File: src/rtl/cpu_pkg.sv
// Shared definitions for the 19-bit CPU memory subsystem: requester port indices,
// arbiter state encoding and default bus widths.
package cpu_pkg;

    localparam int DATA_W = 19;
    localparam int ADDR_W = 12;

    localparam int P_IF  = 0;
    localparam int P_LS  = 1;
    localparam int P_DBG = 2;

    typedef enum logic [1:0] {
        ARB   = 2'd0,
        LOCK  = 2'd1,
        YIELD = 2'd2
    } arb_state_e;

    // One-hot {DBG,LS,IF} to port index; an empty vector maps to IF.
    function automatic logic [1:0] oh2idx(input logic [2:0] oh);
        case (oh)
            3'b010:  return 2'd1;
            3'b100:  return 2'd2;
            default: return 2'd0;
        endcase
    endfunction

endpackage

File: src/rtl/rr_pick3.sv
// Combinational 3-way round-robin picker: the search starts at the port after ptr_i
// (IF, LS, DBG, wrap) and the first requesting port wins.
module rr_pick3
    import cpu_pkg::*;
(
    input  logic [2:0] req_i,
    input  logic [1:0] ptr_i,
    output logic [2:0] win_o
);

    // Priority order rotates with the last winner.
    always_comb begin
        win_o = 3'b000;
        case (ptr_i)
            2'd0: begin
                if (req_i[P_LS])       win_o = 3'b010;
                else if (req_i[P_DBG]) win_o = 3'b100;
                else if (req_i[P_IF])  win_o = 3'b001;
                else                   win_o = 3'b000;
            end
            2'd1: begin
                if (req_i[P_DBG])      win_o = 3'b100;
                else if (req_i[P_IF])  win_o = 3'b001;
                else if (req_i[P_LS])  win_o = 3'b010;
                else                   win_o = 3'b000;
            end
            default: begin
                if (req_i[P_IF])       win_o = 3'b001;
                else if (req_i[P_LS])  win_o = 3'b010;
                else if (req_i[P_DBG]) win_o = 3'b100;
                else                   win_o = 3'b000;
            end
        endcase
    end

endmodule

File: src/rtl/mem_arbiter.sv
// Round-robin arbiter sharing the single-port CPU memory between instruction fetch,
// load/store and the debug loader, with bounded DBG burst locking.
module mem_arbiter
    import cpu_pkg::*;
#(
    parameter int DATA_W   = cpu_pkg::DATA_W,
    parameter int ADDR_W   = cpu_pkg::ADDR_W,
    parameter int MAX_LOCK = 16
) (
    input  logic              clk,
    input  logic              rst,
    input  logic              en,
    input  logic              if_req,
    input  logic [ADDR_W-1:0] if_addr,
    input  logic              ls_req,
    input  logic              ls_we,
    input  logic [ADDR_W-1:0] ls_addr,
    input  logic [DATA_W-1:0] ls_wdata,
    input  logic              dbg_req,
    input  logic              dbg_lock,
    input  logic              dbg_we,
    input  logic [ADDR_W-1:0] dbg_addr,
    input  logic [DATA_W-1:0] dbg_wdata,
    output logic [2:0]        gnt,
    output logic [2:0]        rvalid,
    output logic [DATA_W-1:0] rdata,
    output logic [ADDR_W-1:0] mem_addr,
    output logic [DATA_W-1:0] mem_wdata,
    output logic              mem_we,
    input  logic [DATA_W-1:0] mem_rdata
);

    localparam int LW = $clog2(MAX_LOCK + 1);
    localparam logic [LW-1:0] LOCK_MAX = LW'(MAX_LOCK);
    localparam logic [LW-1:0] CNT_ONE  = {{(LW-1){1'b0}}, 1'b1};

    arb_state_e        state_q, state_d;
    logic [1:0]        rr_ptr_q, rr_ptr_d;
    logic [LW-1:0]     lock_cnt_q, lock_cnt_d;
    logic [2:0]        gnt_q, gnt_d;
    logic [2:0]        rvalid_q;
    logic [ADDR_W-1:0] mem_addr_q, mem_addr_d;
    logic [DATA_W-1:0] mem_wdata_q, mem_wdata_d;
    logic              mem_we_q, mem_we_d;

    logic [2:0]        req_s;
    logic [2:0]        elig_s;
    logic [2:0]        win_s;
    logic [LW-1:0]     cnt_inc_s;

    assign req_s     = {dbg_req, ls_req, if_req};
    assign cnt_inc_s = lock_cnt_q + CNT_ONE;

    // The port granted this cycle is masked so a held request is not granted twice.
    always_comb begin
        elig_s = 3'b000;
        case (state_q)
            ARB:     elig_s = req_s & ~gnt_q;
            YIELD:   elig_s = req_s & ~gnt_q & 3'b011;
            default: elig_s = 3'b000;
        endcase
    end

    rr_pick3 u_pick (
        .req_i (elig_s),
        .ptr_i (rr_ptr_q),
        .win_o (win_s)
    );

    // Next-state decision and registered memory mux.
    always_comb begin
        state_d     = state_q;
        rr_ptr_d    = rr_ptr_q;
        lock_cnt_d  = lock_cnt_q;
        gnt_d       = 3'b000;
        mem_addr_d  = mem_addr_q;
        mem_wdata_d = mem_wdata_q;
        mem_we_d    = 1'b0;

        if (en) begin
            case (state_q)
                ARB: begin
                    if (win_s != 3'b000) begin
                        gnt_d    = win_s;
                        rr_ptr_d = oh2idx(win_s);
                        if (win_s[P_DBG] && dbg_lock) begin
                            state_d    = LOCK;
                            lock_cnt_d = CNT_ONE;
                        end else begin
                            state_d = ARB;
                        end
                    end else begin
                        gnt_d = 3'b000;
                    end
                end
                LOCK: begin
                    if (dbg_req && dbg_lock) begin
                        gnt_d      = 3'b100;
                        lock_cnt_d = cnt_inc_s;
                        // Saturate into YIELD so IF/LS get one decision.
                        if (cnt_inc_s == LOCK_MAX) begin
                            state_d = YIELD;
                        end else begin
                            state_d = LOCK;
                        end
                    end else begin
                        state_d    = ARB;
                        lock_cnt_d = {LW{1'b0}};
                    end
                end
                YIELD: begin
                    gnt_d      = win_s;
                    state_d    = ARB;
                    lock_cnt_d = {LW{1'b0}};
                    if (win_s != 3'b000) begin
                        rr_ptr_d = oh2idx(win_s);
                    end else begin
                        rr_ptr_d = rr_ptr_q;
                    end
                end
                default: begin
                    state_d    = ARB;
                    lock_cnt_d = {LW{1'b0}};
                end
            endcase
        end else begin
            gnt_d = 3'b000;
        end

        case (gnt_d)
            3'b001: begin
                mem_addr_d = if_addr;
                mem_we_d   = 1'b0;
            end
            3'b010: begin
                mem_addr_d  = ls_addr;
                mem_wdata_d = ls_wdata;
                mem_we_d    = ls_we;
            end
            3'b100: begin
                mem_addr_d  = dbg_addr;
                mem_wdata_d = dbg_wdata;
                mem_we_d    = dbg_we;
            end
            default: begin
                mem_we_d = 1'b0;
            end
        endcase
    end

    // State, pointer, grant and memory drive registers; rvalid follows a read grant by one cycle.
    always_ff @(posedge clk or posedge rst) begin
        if (rst) begin
            state_q     <= ARB;
            rr_ptr_q    <= 2'd2;
            lock_cnt_q  <= {LW{1'b0}};
            gnt_q       <= 3'b000;
            rvalid_q    <= 3'b000;
            mem_addr_q  <= {ADDR_W{1'b0}};
            mem_wdata_q <= {DATA_W{1'b0}};
            mem_we_q    <= 1'b0;
        end else begin
            state_q     <= state_d;
            rr_ptr_q    <= rr_ptr_d;
            lock_cnt_q  <= lock_cnt_d;
            gnt_q       <= gnt_d;
            rvalid_q    <= gnt_q & {3{~mem_we_q}};
            mem_addr_q  <= mem_addr_d;
            mem_wdata_q <= mem_wdata_d;
            mem_we_q    <= mem_we_d;
        end
    end

    assign gnt       = gnt_q;
    assign rvalid    = rvalid_q;
    assign rdata     = mem_rdata;
    assign mem_addr  = mem_addr_q;
    assign mem_wdata = mem_wdata_q;
    assign mem_we    = mem_we_q;

endmodule

File: config.mk
export PLATFORM = sky130hd
export DESIGN_NAME = mem_arbiter
export DESIGN_NICKNAME = d
export VERILOG_FILES = /design/src/rtl/cpu_pkg.sv /design/src/rtl/rr_pick3.sv /design/src/rtl/mem_arbiter.sv
export SDC_FILE = /design/constraint.sdc
export NUM_CORES = 1
export LEC_CHECK = 0
export ABC_AREA = 1
export ABC_CLOCK_PERIOD_IN_PS = 1500
export CAP_MARGIN = 5
export CORE_ASPECT_RATIO = 0.6
export CORE_MARGIN = 2
export CORE_UTILIZATION = 34
export CTS_CLUSTER_DIAMETER = 100
export DETAILED_ROUTE_END_ITERATION = 12
export GPL_TIMING_DRIVEN = 0
export PLACE_DENSITY = 0.88
export SETUP_SLACK_MARGIN = 0.1
export SYNTH_ARGS = -nofsm -noshare
export SYNTH_HDL_FRONTEND = slang
export SYNTH_SLANG_ARGS = --single-unit
File: constraint.sdc
create_clock -name clk -period 1.5 [get_ports clk]
set_input_delay 0.3 -clock clk [delete_from_list [all_inputs] [get_ports clk]]
set_output_delay 0.3 -clock clk [all_outputs]
set_load 0.005 [all_outputs]
==> flow_summary_export.csv <==
group,metric,value,unit
grt,grt_overflow,0,
clock_network,clk_latency,280,ps
die,num_rows,24,
power,p_sw,2.895,mW
route,drt_pre_antenna_iters,4,
synthesis,synthXorXnorAreaFrac,0.6632,%
synthesis,yosys.area.top_type_share,43.58,%
synthesis,synth_adder_area_share,0.4737,%
setup_path,cp.arrival,1950,ps
clock_network,htree_levels,2,
clock_network,cts_tree,"done",
die,die_w,117.8,um
power,total_power,7.524,mW
synthesis,syn_inst,366,
clock_network,clock_path_buffers,2,
setup_path,r2r_cells,11,
sta,fin_skew,8.713,ps
placement,pre_cts_ws,-658.3,ps
synthesis,synthTopCellsByArea,"dfrtp_1 (44%), nand2_1 (21%), buf_4 (6.5%)",
die,die_h,72.27,um
synthesis,ys_types,22,
grt,grt_pass1_wl,13320,um
sta,setup_slack,-285.6,ps
final_layout,final_cell_mix,"nand2_1 (126), clkdlybuf4s50_1 (99), dfrtp_1 (44)",
synthesis,synth-simple-area-share,29.13,%
power,pwr-share-comb,54.0,%
min_path,holdCritPathClass,"register to register",
setup_path,worstPathMaxFanout,10,
final_layout,seqCellArea,1180,um^2
power,p_int,4.629,mW
sta,rsz0062_at_grt,"yes",
final_layout,drive_gt1_share,22.49,%
synthesis,ys.warnings.count,0,
synthesis,synth_top_family_by_area,"simple AND/OR/NAND/NOR gates",
placement,dp.cells,609,
sta,maxSlewViolCount,0,
power,seqPwrFrac,29.0,%
synthesis,synthMuxAreaShare,0,%
setup_path,startpoint_type,"register",
sta,tightest_slew,1057,ps
clock_network,cts_made_buffers,5,
grt,antenna_found_initial,0,
synthesis,synth_fp_nets,469,
sta,setup_viol,40,
sta,finalCritPeriodShare,119.0,%
route,wl_per_cell,13.62,um
power,vdd_drop_max,0.0008325,V
sta,hold_viol_final,0,
setup_path,critical_path_class,"register to register",
synthesis,yosysSeqAreaShare,44.58,%
die,coreArea,7387,um^2
synthesis,synth-compound-area-share,9.711,%
route,viasPerCell,4.569,
route,vias,2933,
die,dieArea,8512,um^2
die,start_util,35.76,%
power,sw_frac_of_total,38.48,%
sta,finalCriticalPeriod,1786,ps
route,drt_wl_total,8747,um
status,violations,"setup timing",
clock_network,clkSinkCount,47,
placement,dp_hpwl,6134,um
setup_path,cp.required,1660,ps
final_layout,syn_to_final_growth,78.40,%
final_layout,n_fill_cell,658,
sta,final.setup.tns,-8334,ps
clock_network,cts-hold-fix-buffers,0,
grt,grt_max_degree,48,
status,outcome,"complete, but fails checks",
placement,place_congestion,0.8532,
synthesis,ys_seq_elements,47,
clock_network,cts.clk_slew.worst_paths,70,ps
final_layout,final_common_cell,"nand2_1",
synthesis,syn_area,2641,um^2
sta,clock.fmax,560.0,MHz
min_path,hold_depth,2,
setup_path,endpoint_kind,"register",
grt,grt_pass1_vias,2864,
placement,port_buffers,139,
route,ant_nets,0,
route,drc,0,
clock_network,cts_root_buf,"clkbuf_16",
power,powerDensity,1597,nW/um^2
final_layout,fin_cells,642,
sta,max_slew_margin,29.17,%
route,dr.first_iter.drc_count,222,
final_layout,nets,640,
synthesis,syn_area_per_cell,7.217,um^2
job,drv_cap,0,
synthesis,synth_top_cell_by_area,"dfrtp_1",
final_layout,multi_input_area,1225,um^2
power,clock_power_share,17.0,%
final_layout,antenna_cells,0,
power,p_leak,2.505,nW
grt,grtUsageTotal,19.17,%
die,ios,159,
-- cells in the mapped netlist --
cell type  number
nand2_1       148
dfrtp_1        46
inv_1          44
nor2_1         25
buf_4          23
o211ai_1       19
a21oi_1        15
nand3_1        11
buf_2           8
inv_2           6
o21ai_0         6
nand2_2         3
nor3_1          2
xor2_1          2
a22o_1          1
clkbuf_1        1
clkinv_1        1
dfstp_2         1
ha_1            1
nand3_2         1
nand4_1         1
nor2_8          1
-- cells by family (layout without fill, tap and decap cells) --
logic type,count (synthesis),in the layout
simple gates,192,192
buf+inv,83,255
flops,47,47
compound gates,41,41
xor+xnor,2,2
fa+ha+maj,1,1
-- sequential cells by signal, summed over array words and instances, names as in the netlist --
| signal | count |
|---|---|
| rvalid | 3 |
| mem_wdata | 19 |
| lock_cnt_q | 5 |
| gnt | 3 |
| mem_we | 1 |
| rr_ptr_q | 2 |
| mem_addr | 12 |
| state_q | 2 |
-- repair_timing --
item                                    CTS  global route
resized for setup                        60            48
setup buffers                            11            15
endpoints found under the setup margin   79            44
cloned                                    0             2
pin swaps                                10            25
-- area by class of cell --
class                      count  area share [%]
timing repair buffer         163           32.85
inverter                      51           4.355
tap                          104           2.762
clock buffer                   6           2.947
buffer                        32           5.204
sequential                    47           25.04
clock inverter                 2          0.7435
multi-input combinational    236           26.00
timing repair inverter         1          0.1062
-- power by group through the flow --
| stage | Sequential (mW) | Combinational (mW) | Clock (mW) |
|---|---|---|---|
| after detailed placement | 2.17 | 3.56 | 0 |
| after global routing | 2.24 | 4.50 | 1.37 |
| after floorplan | 2.16 | 1.85 | 0 |
| after global placement | 2.14 | 3.47 | 0 |
| after CTS | 2.15 | 3.59 | 1.31 |
| final | 2.18 | 4.06 | 1.28 |
-- critical path, stage by stage, from the launching register on --
cell and delay [ps]:
dfrtp_2 490, nor2_4 130, nand2_2 80, nand2_2 90, nand2_2 70, nand3_4 110
nand2_8 80, nor2_8 200, inv_6 40, buf_6 140, o211ai_1 120, nand2_1 90
-- stage by stage --
step	area, um^2	hold slack [ps]	utilization [%]
finish	4712	473.3	63.79
global route	4712	504.8	63.79
CTS	4476	476.5	60.59
detailed placement	4193	465.0	56.76
global placement	4193	461.1	56.76
floorplan	2671	322.9	-
-- layer usage --
layer / share of wire [%] / vias to the layer above / track usage [%]
li1: - / 1445 / -
met3: 7.3 / 20 / 5.818
met4: 1.8 / 0 / 4.819
met5: 0 / - / 0
met1: 42 / 1343 / 24.06
met2: 49 / 125 / 32.88
-- final timing paths --
check / startpoint / slack, ps / to
min in group asynchronous: rst / 500 / state_q[0]
setup / recovery: state_q[0] / -290 / mem_wdata[0]
hold / removal: mem_wdata[14] / 470 / mem_wdata[14]
hold reg to reg: mem_wdata[14] / 470 / mem_wdata[14]
setup reg to reg: state_q[0] / -290 / mem_wdata[0]
max in group asynchronous: rst / 330 / rvalid[1]
No activity file was read; power rests on OpenSTA's default activity.
